File: src/rtl/palette_loader.sv
// Palette RAM download sequencer: packs byte-serial R,G,B triplets into 24-bit
// entries and writes them to the palette RAM, by default only during vertical blanking.
module palette_loader #(
  parameter int unsigned NUM_ENTRIES = 64,
  parameter bit          BLANK_ONLY  = 1'b1,
  localparam int unsigned IDX_W      = $clog2(NUM_ENTRIES),
  localparam int unsigned CNT_W      = $clog2(NUM_ENTRIES + 1)
) (
  input  logic             clk,
  input  logic             reset,
  input  logic             dl_start,
  input  logic             dl_end,
  input  logic             dl_valid,
  input  logic [7:0]       dl_data,
  output logic             dl_ready,
  input  logic             vblank,
  output logic             load_color,
  output logic [IDX_W-1:0] load_color_index,
  output logic [23:0]      load_color_data,
  output logic             busy,
  output logic             done,
  output logic             short_err,
  output logic [CNT_W-1:0] entry_count
);

  localparam int unsigned PHASE_W = 2;
  localparam int unsigned BYTE_W  = 8;

  typedef enum logic [2:0] {
    IDLE,
    COLLECT,
    WAIT_BLANK,
    WRITE,
    DRAIN,
    DONE
  } state_t;

  state_t             state_q, state_d;
  logic [PHASE_W-1:0] phase_q, phase_d;
  logic [BYTE_W-1:0]  red_q, red_d;
  logic [BYTE_W-1:0]  green_q, green_d;
  logic [BYTE_W-1:0]  blue_q, blue_d;
  logic [CNT_W-1:0]   count_q, count_d;
  logic [CNT_W-1:0]   count_inc;
  logic               end_q, end_d;
  logic               load_q, load_d;
  logic [IDX_W-1:0]   index_q, index_d;
  logic [23:0]        data_q, data_d;
  logic               done_q, done_d;
  logic               short_q, short_d;
  logic               busy_q, busy_d;
  logic               xfer;
  logic               triplet_done;

  assign dl_ready     = (state_q == COLLECT) || (state_q == DRAIN);
  assign xfer         = dl_valid && dl_ready;
  assign triplet_done = xfer && (state_q == COLLECT) && (phase_q == PHASE_W'(2));
  assign count_inc    = count_q + CNT_W'(1);

  // A new download cancels a strobe that would otherwise land in the same cycle.
  assign load_color       = load_q && !dl_start;
  assign load_color_index = index_q;
  assign load_color_data  = data_q;
  assign busy             = busy_q;
  assign done             = done_q;
  assign short_err        = short_q;
  assign entry_count      = count_q;

  always_ff @(posedge clk) begin
    if (reset) begin
      state_q <= IDLE;
      phase_q <= '0;
      red_q   <= '0;
      green_q <= '0;
      blue_q  <= '0;
      count_q <= '0;
      end_q   <= 1'b0;
      load_q  <= 1'b0;
      index_q <= '0;
      data_q  <= '0;
      done_q  <= 1'b0;
      short_q <= 1'b0;
      busy_q  <= 1'b0;
    end else begin
      state_q <= state_d;
      phase_q <= phase_d;
      red_q   <= red_d;
      green_q <= green_d;
      blue_q  <= blue_d;
      count_q <= count_d;
      end_q   <= end_d;
      load_q  <= load_d;
      index_q <= index_d;
      data_q  <= data_d;
      done_q  <= done_d;
      short_q <= short_d;
      busy_q  <= busy_d;
    end
  end

  always_comb begin
    state_d = state_q;
    phase_d = phase_q;
    red_d   = red_q;
    green_d = green_q;
    blue_d  = blue_q;
    count_d = count_q;
    end_d   = end_q;
    index_d = index_q;
    data_d  = data_q;
    done_d  = done_q;
    short_d = short_q;

    if (dl_start) begin
      state_d = COLLECT;
      phase_d = '0;
      count_d = '0;
      end_d   = 1'b0;
      done_d  = 1'b0;
      short_d = 1'b0;
    end else begin
      case (state_q)
        COLLECT: begin
          if (xfer) begin
            case (phase_q)
              PHASE_W'(0): begin
                red_d   = dl_data;
                phase_d = PHASE_W'(1);
              end
              PHASE_W'(1): begin
                green_d = dl_data;
                phase_d = PHASE_W'(2);
              end
              default: begin
                blue_d  = dl_data;
                phase_d = '0;
                state_d = WAIT_BLANK;
                end_d   = dl_end;
              end
            endcase
          end
          // End without a complete triplet: any partial bytes are dropped.
          if (dl_end && !triplet_done) begin
            state_d = DONE;
            phase_d = '0;
            short_d = 1'b1;
          end
        end
        WAIT_BLANK: begin
          if (dl_end) begin
            end_d = 1'b1;
          end
          if (!BLANK_ONLY || vblank) begin
            state_d = WRITE;
          end
        end
        WRITE: begin
          count_d = count_inc;
          if (end_q || dl_end) begin
            state_d = DONE;
            end_d   = 1'b0;
            if (count_inc == CNT_W'(NUM_ENTRIES)) begin
              done_d = 1'b1;
            end else begin
              short_d = 1'b1;
            end
          end else if (count_inc == CNT_W'(NUM_ENTRIES)) begin
            state_d = DRAIN;
          end else begin
            state_d = COLLECT;
          end
        end
        DRAIN: begin
          if (dl_end) begin
            state_d = DONE;
            done_d  = 1'b1;
          end
        end
        default: ;
      endcase
    end

    // Address and data are captured on entry to WRITE and held afterwards.
    load_d = (state_d == WRITE);
    if (load_d) begin
      index_d = count_q[IDX_W-1:0];
      data_d  = {red_d, green_d, blue_d};
    end

    busy_d = (state_d == COLLECT) || (state_d == WAIT_BLANK) ||
             (state_d == WRITE)   || (state_d == DRAIN);
  end

endmodule
File: config.mk
export PLATFORM = sky130hd
export DESIGN_NAME = palette_loader
export DESIGN_NICKNAME = d
export VERILOG_FILES = /design/src/rtl/palette_loader.sv
export SDC_FILE = /design/constraint.sdc
export NUM_CORES = 1
export LEC_CHECK = 0
export CORE_MARGIN = 5
export CORE_UTILIZATION = 45
export DETAILED_ROUTE_END_ITERATION = 12
export PLACE_DENSITY = 0.7
export SLEW_MARGIN = 5
export SYNTH_ARGS = -nofsm -noshare
export SYNTH_HDL_FRONTEND = slang
export SYNTH_SLANG_ARGS = --single-unit
export TNS_END_PERCENT = 30
File: constraint.sdc
create_clock -name clk -period 2.8 [get_ports clk]
set_input_delay 0.42 -clock clk [delete_from_list [all_inputs] [get_ports clk]]
set_output_delay 0.42 -clock clk [all_outputs]
set_load 0.05 [all_outputs]
Word-level counts from Yosys, hierarchy flattened
Index checks and enable logic that the tools add are counted.
{"block": "totals", "inputBits": 14, "wordCells": 92, "regBits": 71, "output_inout_bits": 42}
{"block": "classes", "muxes": 36, "add_sub_neg": 1, "eq_ne": 19, "reduce_logical": 23}
{"op": "2-to-1 mux 8 bit", "count": 12}
{"op": "2-to-1 mux 3 bit", "count": 8}
{"op": "!= test 2 bit, second input constant", "count": 7}
{"op": "equality test 3 x 2 -> 1 bit, second input constant", "count": 4}
{"op": "case mux 3 bit (4 select lines)", "count": 1}
{"op": "2-to-1 mux 1 bit", "count": 9}
{"op": "AND reduction 4 bit", "count": 2}
{"op": "adder 7 x 1 -> 7 bit, second input constant", "count": 1}
{"op": "equality test 7 bit, second input constant", "count": 1}
{"op": "equality test 3 x 1 -> 1 bit, second input constant", "count": 2}
{"op": "equality test 3 bit, second input constant", "count": 2}
{"op": "nonzero test 2 bit", "count": 3}
{"op": "logical AND 1 bit", "count": 5}
{"op": "logical OR 1 bit", "count": 5}
{"op": "AND reduction 5 bit", "count": 1}
{"op": "2-to-1 mux 2 bit", "count": 2}
{"op": "case mux 1 bit (2 select lines)", "count": 2}
{"op": "case mux 2 bit (2 select lines)", "count": 1}
{"op": "OR reduction 2 bit", "count": 2}
{"op": "case mux 1 bit (3 select lines)", "count": 1}
{"op": "nonzero test 3 bit", "count": 1}
{"op": "equality test 2 x 1 -> 1 bit, second input constant", "count": 1}
{"op": "equality test 2 bit, second input constant", "count": 1}
{"op": "logical NOT 1 bit", "count": 2}
{"op": "3 further kinds", "count": 3}

Depth between registers and ports, before layout
Gate-level depths: netlist of the first run.
{"block": "logic_depth", "ltp_word": 14, "depth_mapped": 9, "depth_no_buf": 7}

Worst setup path after synthesis of the first run
Ideal clock, no wire load.
{"block": "synth_timing", "kind": "register -> register", "from": "register count_q[0] (netlist: entry_count[0])", "to": "register busy_q (netlist: busy)", "required_ps": 2667, "path_buffers": 0, "synth_period_minus_slack_ps": 2199, "path_slack_ps": 601, "setup_ps": 133, "path_stages_with_launch": 8, "t_arrival_ps": 2066, "cell_sequence": "dfxtp_1 ha_1 nand4_1 mux2_1 nand4_1 o32ai_2 nor4_1 nor3_1"}
{"block": "synth_between", "elab_chain_cells": 10, "elab_cells_between_ends": 13, "cone_classes": "1 x add/sub; 5 x eq/ne; 4 x mux; 3 x reduce/logical"}
{"item": "start: declaration", "line": "43", "rtl": "logic [CNT_W-1:0] count_q, count_d;"}
{"item": "start signal: assignment", "line": "90", "rtl": "count_q <= count_d;"}
{"item": "adder 7 x 1 -> 7 bit (*)", "line": "58", "rtl": "assign count_inc = count_q + CNT_W'(1);"}
{"item": "equality test 7 bit (*)", "line": "167", "rtl": "end else if (count_inc == CNT_W'(NUM_ENTRIES)) begin"}
{"item": "2-to-1 mux 3 bit (*)", "line": "167"}
{"item": "2-to-1 mux 3 bit (*)", "line": "159", "rtl": "if (end_q || dl_end) begin"}
{"item": "case mux 3 bit (4 select lines) (*)", "line": "122", "rtl": "case (state_q)"}
{"item": "2-to-1 mux 3 bit (*)", "line": "114", "rtl": "if (dl_start) begin"}
{"item": "equality test 3 x 1 -> 1 bit or equality test 3 x 2 -> 1 bit (tied branches)", "line": "190", "rtl": "busy_d = (state_d == COLLECT) || (state_d == WAIT_BLANK) ||"}
{"item": "logical OR 1 bit (2 in a row)", "line": "190"}
{"item": "logical OR 1 bit (*)", "line": "191", "rtl": "(state_d == WRITE) || (state_d == DRAIN);"}
{"item": "end signal: assignment", "line": "97", "rtl": "busy_q <= busy_d;"}
{"item": "end: declaration", "line": "51", "rtl": "logic busy_q, busy_d;"}
Mark *: on every way between the ends. The rest lies on a longest branch, timed or not.
A chain may end at the register's enable or synchronous reset.

Final worst setup path of the first run
{"block": "layout_timing", "from": "register state_q[0]", "to": "output port dl_ready"}
{"block": "layout_between", "elab_chain_cells": 2, "elab_cells_between_ends": 3, "cone_classes": "2 x eq/ne; 1 x reduce/logical"}
{"item": "start: declaration", "line": "38", "rtl": "state_t state_q, state_d;"}
{"item": "start signal: assignment", "line": "85", "rtl": "state_q <= state_d;"}
{"item": "equality test 3 x 1 -> 1 bit or equality test 3 bit (tied branches)", "line": "55", "rtl": "assign dl_ready = (state_q == COLLECT) || (state_q == DRAIN);"}
{"item": "logical OR 1 bit (*)", "line": "55"}
{"item": "end: declaration", "line": "15", "rtl": "output logic dl_ready,"}
Marks and branches as above.

==> results.sh, run 1 <==
export IMPL_status="completed"
export IMPL_synthTopCellsByArea="dfxtp_1 46%, a211oi_2 9.7%, mux2i_1 9.7%"
export IMPL_yosysTopAreaCellShare_pct=45.8
export IMPL_synth_edf_count=0
export IMPL_synthArstFlopShare_pct=0
export IMPL_crit_path_end_kind="primary output"
export IMPL_die_x_um=93.1
export IMPL_clkSinkCount=71
export IMPL_synth_xor_area_share_pct=2.26
export IMPL_clockRootBuffer="clkbuf_8"
export IMPL_whs_path_depth=2
export IMPL_drive_above_1_share_pct=22.4
export IMPL_core_sq_mm=0.00676
export IMPL_dpl_cell_area_sq_mm=0.00361
export IMPL_ir_drop_uv=293
export IMPL_critPathKind="flip-flop to primary output"
export IMPL_cp_required_ns=2.38
export IMPL_min_path_type="input port to flip-flop"
export IMPL_critPathMaxFanout=8
export IMPL_rrSetupSlack_ns=0.70
export IMPL_area_growth_pct=23.4
export IMPL_design_area_sq_mm=0.00383
export IMPL_drtIter0Drc=113
export IMPL_maxCapViolCount=0
export IMPL_clkLatencyLatePin_ns=0.34
export IMPL_worst_clock_skew_ns=0.00714
export IMPL_fin_ws_ns=0.349
export IMPL_antenna_left=0
export IMPL_r2r_start="entry_count[0]$_SDFFE_PP0N_"
export IMPL_final_setup_tns_ns=0
export IMPL_synth_adder_area_share_pct=0.806
export IMPL_instances_no_fill=437
export IMPL_grt_pass1_vias=2205
export IMPL_cts_tree="built"
export IMPL_synth_area_mux_share_pct=10.0
export IMPL_finalCritPeriodShare_pct=87.6
export IMPL_avgSynthCellArea_sq_um=10.3
export IMPL_rsz0062_at_grt="no"
export IMPL_reg2regPathDepth=7
export IMPL_nets=368
export IMPL_fp_dieArea_sq_mm=0.00866
export IMPL_synth_area_leader_cell="dfxtp_1"
export IMPL_syn_cell_area_sq_mm=0.00311
export IMPL_antenna_found_initial=0
export IMPL_mostFrequentLayoutCells="71 x dfxtp_1, 54 x clkdlybuf4s50_1, 48 x nor2_1"
export IMPL_r2r_end="busy$_SDFF_PP0_"
export IMPL_avgViaCountPerCell=5.21
export IMPL_critPathArrivalTime_ns=2.03
export IMPL_netlist_cell_type_count=46
export IMPL_wire_per_inst_um=14.0
export IMPL_p_leak_nw=1.47
export IMPL_ys_flop_type="dfxtp_1"
export IMPL_cts_buffer_depth=2
export IMPL_route_vias_total=2277
export IMPL_htree_levels=3
export IMPL_tightest_slew_ns=0.696
export IMPL_dp_cells=421
export IMPL_finalMaxSlewViolations=0
export IMPL_io_pins=56
export IMPL_die_h_um=93.1
export IMPL_ys_seq_elements=71
export IMPL_fmax_ghz=0.408
export IMPL_overflow=0
export IMPL_yosys_area_share_simple_pct=19.7
export IMPL_period_needed_ns=2.45
export IMPL_seq_area_frac_synth_pct=45.8
export IMPL_p_per_area_mw_per_mm2=524
export IMPL_start_kind="flip-flop"
export IMPL_relSlewSlack_pct=53.6
export IMPL_synth_compound_area_share_pct=15.1
export IMPL_synth_top_family_by_area="simple AND/OR/NAND/NOR gates"
export IMPL_layout_commonest_cell="dfxtp_1"
export IMPL_initial_core_util_pct=46.0
export IMPL_clk_pin_slew_ns=0.07
export IMPL_post_cts_buffers=0
export IMPL_yosys_warnings=0
export IMPL_setup_viol=0
export IMPL_grt_pass1_wl_um=10400
export IMPL_drc=0
export IMPL_finalPower_w=0.00201
export IMPL_grtUsageTotal_pct=15.1
export IMPL_worstHoldEndpoint="state_q[1]$_SDFF_PP0_"
export IMPL_io_buffers=55
export IMPL_diodes=0
export IMPL_hold_viol=0
export IMPL_drt_pass1_iter_count=4
export IMPL_dpl_hpwl_um=4240
export IMPL_post_place_ws_ns=0.363
export IMPL_worstSetupStartpoint="state_q[0]$_SDFF_PP0_"
export IMPL_grt_max_degree=58
export IMPL_wl_um=6120
export IMPL_cts_resized=0
export IMPL_hp_start="reset"
export IMPL_num_rows=30
export IMPL_netlist_instances=302
export IMPL_gp_congestion=0.905
export IMPL_cts_buffers=9
export IMPL_cts_hold_buf=0
export IMPL_syn_num_nets=318
stage by stage:
step           hold WS (ns)  util (%)
3_3_place_gp          0.436      53.5
2_1_floorplan         0.467         -
5_1_grt               0.267      56.7
3_5_place_dp          0.440      53.5
4_1_cts               0.252      56.7
6_report              0.274      56.7
per-layer routing:
layer  track usage, %  share of wire (%)  up-vias
li1                 -                  -     1149
met1             18.5                 47     1075
met2             25.3                 48       47
met3             5.15                4.0        6
met4             4.03               0.83        0
met5                0                  0        -
worst max path at each step:
stage,end,slack (ns),cells past startpoint
after floorplan,busy$_SDFF_PP0_,0.60,7
after global placement,load_color_data[23]$_SDFFE_PP0P_,0.41,8
after detailed placement,load_color_data[11]$_SDFFE_PP0P_,0.36,8
after CTS,dl_ready,0.34,3
after global routing,dl_ready,0.19,3
final,dl_ready,0.35,3
sequential cells by signal (all words and copies together), names as in the netlist, 2 cells and up:
name	count
blue_q	8
entry_count	7
green_q	8
load_color_data	24
load_color_index	6
phase_q	2
red_q	8
state_q	3
where the power goes:
group | total [W] | switching (W) | internal [W]
Clock | 0.000893 | 0.000388 | 0.000504
Combinational | 0.0000974 | 0.0000605 | 0.0000370
Sequential | 0.00102 | 0.00000449 | 0.00102
cell type report:
cell class / count / area, sq um
repair buffers: 59 / 588
fillers: 616 / 2920
multi-input cells: 208 / 1490
clock inverters: 7 / 96.3
inverters: 3 / 11.3
flip-flops and latches: 71 / 1420
well taps: 80 / 100
clock buffers: 9 / 124
synth_stat cells, types with 3 or more instances:
| master | number |
|---|---|
| a211oi_2 | 24 |
| a21oi_1 | 10 |
| and3_1 | 4 |
| buf_12 | 3 |
| buf_2 | 6 |
| buf_6 | 3 |
| clkbuf_1 | 3 |
| dfxtp_1 | 71 |
| dlygate4sd1_1 | 3 |
| inv_1 | 3 |
| mux2i_1 | 30 |
| nand2_1 | 10 |
| nand2_2 | 3 |
| nand3b_1 | 3 |
| nand4_1 | 7 |
| nor2_1 | 48 |
| nor2_2 | 24 |
| nor2b_1 | 4 |
| o21ai_0 | 5 |
| xnor2_1 | 3 |
| xor2_1 | 5 |
cell families (layout without fill, tap and decap cells):
family | Yosys count | in the layout
simple gates | 117 | 117
buf+inv | 23 | 78
flops | 71 | 71
xor+xnor | 8 | 8
fa+ha+maj | 2 | 2
compound gates | 50 | 50
mux | 31 | 31
worst max-delay path: stages (launching register included):
cell	delay, ns
dfxtp_1	0.46
nand2b_1	0.23
a21oi_1	0.18
clkdlybuf4s50_1	0.82
(Power assumes the default switching activity.)
==> run 2: changes to the inputs <==
CORE_MARGIN = default   (was 5)
==> run 2 against run 1 <==
  * Register-to-register slack got worse by 0.05 ns
  * Worst setup slack got worse by 0.021 ns
  * Clock skew rose by 0.00072 ns
  * Routed wire length rose by 1.2%
  * Power grew 4.8%
  * Combinational power is 1% higher
  * Die area decreased by 16%
  * Critical path type unchanged
==> results.sh, run 2 (synthesis results as in run 1) <==
export IMPL_largest_register_ffs=24
export IMPL_met2_length_um=2900
export IMPL_worst_clock_skew_ns=0.00786
export IMPL_fill_cells=559
export IMPL_initial_core_util_pct=47.8
export IMPL_avgViaCountPerCell=5.20
export IMPL_worstHoldEndpoint="short_err$_SDFFE_PP0P_"
export IMPL_drt_pass1_iter_count=4
export IMPL_clk_pin_slew_ns=0.08
export IMPL_gp_congestion=0.868
export IMPL_period_needed_ns=2.47
export IMPL_instances_no_fill=435
export IMPL_cts_hold_buf=0
export IMPL_antenna_left=0
export IMPL_highest_layer="met4"
export IMPL_min_path_type="flip-flop to flip-flop"
export IMPL_wl_um=6190
export IMPL_post_cts_buffers=0
export IMPL_relSlewSlack_pct=66.0
export IMPL_p_per_area_mw_per_mm2=544
export IMPL_layout_commonest_cell="dfxtp_1"
export IMPL_antenna_found_initial=0
export IMPL_area_growth_pct=24.7
export IMPL_drive_above_1_share_pct=22.6
export IMPL_grtUsageTotal_pct=18.6
export IMPL_status="completed"
export IMPL_tightest_slew_ns=0.508
export IMPL_whs_path_depth=2
export IMPL_critPathKind="flip-flop to primary output"
export IMPL_diodes=0
export IMPL_critPathArrivalTime_ns=2.05
export IMPL_core_sq_mm=0.00649
export IMPL_wire_per_inst_um=14.2
export IMPL_drt_met1_wl_um=2950
export IMPL_cts_buffer_depth=2
export IMPL_finalCritPeriodShare_pct=88.3
export IMPL_die_h_um=85.1
export IMPL_dpl_hpwl_um=4310
export IMPL_dr_wl_met3_um=244
export IMPL_hold_viol=0
export IMPL_grt_pass1_wl_um=10600
export IMPL_cts_buffers=9
export IMPL_finalMaxSlewViolations=0
export IMPL_max_stage_delay_ns=0.82
export IMPL_die_x_um=85.1
export IMPL_critPathMaxFanout=8
export IMPL_p_leak_nw=1.49
export IMPL_rrSetupSlack_ns=0.65
export IMPL_fin_ws_ns=0.327
export IMPL_ir_drop_uv=249
export IMPL_final_setup_tns_ns=0
export IMPL_maxCapViolCount=0
export IMPL_finalPower_w=0.00211
export IMPL_htree_levels=3
export IMPL_start_kind="flip-flop"
export IMPL_overflow=0
export IMPL_setup_viol=0
export IMPL_cts_tree="built"
export IMPL_clockRootBuffer="clkbuf_8"
export IMPL_io_buffers=55
export IMPL_fmax_ghz=0.404
export IMPL_io_pins=56
export IMPL_grt_max_degree=41
export IMPL_r2r_end="load_q$_SDFF_PP0_"
export IMPL_nets=369
export IMPL_grt_pass1_vias=2178
export IMPL_drc=0
export IMPL_route_vias_total=2262
export IMPL_post_place_ws_ns=0.383
export IMPL_critPathSlowestCell="clkdlybuf4s50_1"
export IMPL_dp_cells=419
export IMPL_drtIter0Drc=98
export IMPL_clkSinkCount=71
export IMPL_crit_path_end_kind="primary output"
export IMPL_r2r_start="entry_count[0]$_SDFFE_PP0N_"
export IMPL_cp_required_ns=2.38
export IMPL_cts_resized=0
export IMPL_rsz0062_at_grt="no"
export IMPL_reg2regPathDepth=7
export IMPL_mostFrequentLayoutCells="71 x dfxtp_1, 54 x clkdlybuf4s50_1, 48 x nor2_1"
export IMPL_clkLatencyLatePin_ns=0.34
export IMPL_fp_dieArea_sq_mm=0.00724
export IMPL_num_rows=29
export IMPL_hp_start="short_err$_SDFFE_PP0P_"
export IMPL_crit_chain="nand2b_1 > a21oi_1 > clkdlybuf4s50_1"
[run 2: area by class of cell]
| class | instances | area, sq um | area share (%) |
|---|---|---|---|
| clock buffer | 9 | 124 | 3.20 |
| inverter | 3 | 11.3 | 0.291 |
| timing repair buffer | 60 | 608 | 15.7 |
| sequential | 71 | 1420 | 36.7 |
| clock inverter | 7 | 120 | 3.10 |
| tap | 77 | 96.3 | 2.49 |
| multi-input combinational | 208 | 1490 | 38.5 |
[run 2: power by group]
| part | internal [W] | switching [W] | leakage [nW] | total, W |
|---|---|---|---|---|
| combinational | 0.0000378 | 0.0000606 | 0.793 | 0.0000984 |
| clock | 0.000595 | 0.000394 | 0.120 | 0.000989 |
| sequential | 0.00102 | 0.00000477 | 0.573 | 0.00102 |
| total | 0.00165 | 0.000459 | 1.49 | 0.00211 |
[run 2: worst max-delay path by stage]
stage,to,depth (start not counted),start,slack (ns)
after floorplan,busy$_SDFF_PP0_,7,entry_count[0]$_SDFFE_PP0N_,0.60
after global placement,load_color_data[7]$_SDFFE_PP0P_,8,dl_valid,0.43
after detailed placement,load_color_data[3]$_SDFFE_PP0P_,8,dl_valid,0.38
after CTS,dl_ready,3,state_q[0]$_SDFF_PP0_,0.31
after global routing,dl_ready,3,state_q[0]$_SDFF_PP0_,0.23
final,dl_ready,3,state_q[0]$_SDFF_PP0_,0.33
[run 2: stage by stage]
step	utilization, %	hold slack [ns]	instance area (sq um)
after floorplan	-	0.467	3110
after global placement	55.9	0.437	3630
after detailed placement	55.9	0.442	3630
after CTS	59.6	0.457	3870
after global routing	59.6	0.496	3870
final	59.6	0.459	3870
[run 2: routing by layer]
layer	vias up	track usage (%)
li1	1148	-
met1	1058	24.8
met2	48	29.8
met3	8	3.31
met4	0	7.86
met5	-	0
[run 2: worst max-delay path: cells and delay by family, from the launching register on]
family                 cells  cell delay [ns]
AO/OA/AOI/OAI              1             0.18
buffers and inverters      1             0.82
AND/OR/NAND/NOR            1             0.24
flip-flops                 1             0.48
==> run 3: changes to the inputs <==
CORE_UTILIZATION = 56   (was 45)
PLACE_DENSITY = 0.84   (was 0.7)
==> run 3 against run 2 <==
  * Register-to-register slack got worse by 0.02 ns
  * Final cell count decreased by 2.1%
  * Via count is 2.2% higher
  * Critical path depth did not move
  * Die area is 19% lower
  * Combinational power decreased by 0.7%
  * Power fell by 3.4%
  * Critical path type unchanged
  * Critical endpoint unchanged
==> results.sh, run 3 (synthesis results as in run 1) <==
export IMPL_gp_congestion=0.879
export IMPL_cp_required_ns=2.38
export IMPL_relSlewSlack_pct=56.7
export IMPL_dpl_hpwl_um=4100
export IMPL_status="completed"
export IMPL_die_x_um=76.5
export IMPL_post_cts_buffers=0
export IMPL_hold_viol=0
export IMPL_fp_dieArea_sq_mm=0.00585
export IMPL_finalMaxSlewViolations=0
export IMPL_largest_register_ffs=24
export IMPL_grt_pass1_wl_um=9870
export IMPL_finalCritPeriodShare_pct=87.9
export IMPL_route_vias_total=2312
export IMPL_drive_above_1_share_pct=22.2
export IMPL_drtIter0Drc=134
export IMPL_cts_resized=0
export IMPL_min_path_type="flip-flop to flip-flop"
export IMPL_nets=367
export IMPL_layout_commonest_cell="dfxtp_1"
export IMPL_wire_per_inst_um=14.2
export IMPL_fill_cells=379
export IMPL_die_h_um=76.5
export IMPL_crit_path_end_kind="primary output"
export IMPL_io_buffers=55
export IMPL_final_setup_tns_ns=0
export IMPL_tightest_slew_ns=0.649
export IMPL_cts_hold_buf=0
export IMPL_clockRootBuffer="clkbuf_8"
export IMPL_r2r_start="state_q[1]$_SDFF_PP0_"
export IMPL_num_rows=26
export IMPL_p_per_area_mw_per_mm2=532
export IMPL_post_place_ws_ns=0.290
export IMPL_antenna_left=0
export IMPL_htree_levels=3
export IMPL_diodes=0
export IMPL_maxCapViolCount=0
export IMPL_core_sq_mm=0.00524
export IMPL_fmax_ghz=0.406
export IMPL_io_pins=56
export IMPL_multiInputGateArea_sq_mm=0.00149
export IMPL_grt_max_degree=40
export IMPL_register_area_sq_mm=0.00142
export IMPL_cts_buffers=9
export IMPL_cts_tree="built"
export IMPL_clkSinkCount=71
export IMPL_wl_um=6040
export IMPL_period_needed_ns=2.46
export IMPL_rsz0062_at_grt="no"
export IMPL_setup_viol=0
export IMPL_ir_drop_uv=360
export IMPL_area_growth_pct=23.1
export IMPL_antenna_found_initial=0
export IMPL_start_kind="flip-flop"
export IMPL_critPathArrivalTime_ns=2.04
export IMPL_cts_buffer_depth=2
export IMPL_worst_clock_skew_ns=0.00674
export IMPL_overflow=0
export IMPL_hp_start="short_err$_SDFFE_PP0P_"
export IMPL_mostFrequentLayoutCells="71 x dfxtp_1, 54 x clkdlybuf4s50_1, 48 x nor2_1"
export IMPL_drt_pass1_iter_count=4
export IMPL_initial_core_util_pct=59.3
export IMPL_worstSetupStartpoint="state_q[0]$_SDFF_PP0_"
export IMPL_p_leak_nw=1.46
export IMPL_clkLatencyLatePin_ns=0.33
export IMPL_critPathKind="flip-flop to primary output"
export IMPL_avgViaCountPerCell=5.43
export IMPL_drc=0
export IMPL_clk_pin_slew_ns=0.07
export IMPL_fin_ws_ns=0.339
export IMPL_critPathMaxFanout=8
export IMPL_grtUsageTotal_pct=21.4
export IMPL_grt_pass1_vias=2089
==> run 3: layout make-up <==
class,count,share of cell area (%)
Multi-Input combinational cell,208,39.0
Clock buffer,11,3.96
Clock inverter,5,2.09
Inverter,3,0.295
Timing Repair Buffer,58,15.2
Tap cell,70,2.29
Sequential cell,71,37.2
==> run 3: final timing paths <==
kind | end | slack [ns] | cells past startpoint
max | dl_ready | 0.34 | 3
max reg2reg | load_color_data[6]$_SDFFE_PP0P_ | 0.63 | 7
min | short_err$_SDFFE_PP0P_ | 0.45 | 2
min reg2reg | short_err$_SDFFE_PP0P_ | 0.45 | 2
==> run 3: worst max-delay path, stage by stage, from the launching register on <==
cell	delay (ns)
dfxtp_1	0.46
nand2b_1	0.24
a21oi_1	0.19
clkdlybuf4s50_1	0.82
==> run 3: layer usage <==
metal  wire, um  GRT usage [%]  share of wire (%)  vias to the layer above
met5          0              0                  0                        -
li1           -              -                  -                     1145
met1       2930           27.7                 48                     1092
met2       2790           33.8                 46                       66
met3        240           5.27                4.0                        9
met4         85           9.04                1.4                        0
==> run 3: report_power, final <==
| group | leakage, nW | internal, W | total [W] | switching (W) |
|---|---|---|---|---|
| sequential | 0.573 | 0.00102 | 0.00102 | 0.00000464 |
| combinational | 0.780 | 0.0000369 | 0.0000977 | 0.0000608 |
| clock | 0.112 | 0.000548 | 0.000918 | 0.000369 |
==> run 3: per-stage QoR <==
stage | area (sq um) | total power, W | util, % | hold WS, ns | cells
global route | 3820 | 0.00210 | 73.0 | 0.485 | 426
floorplan | 3110 | 0.00110 | - | 0.467 | 302
detailed placement | 3590 | 0.00114 | 68.6 | 0.440 | 410
finish | 3820 | 0.00204 | 73.0 | 0.451 | 426
CTS | 3820 | 0.00205 | 73.0 | 0.458 | 426
global placement | 3590 | 0.00114 | 68.6 | 0.435 | 410
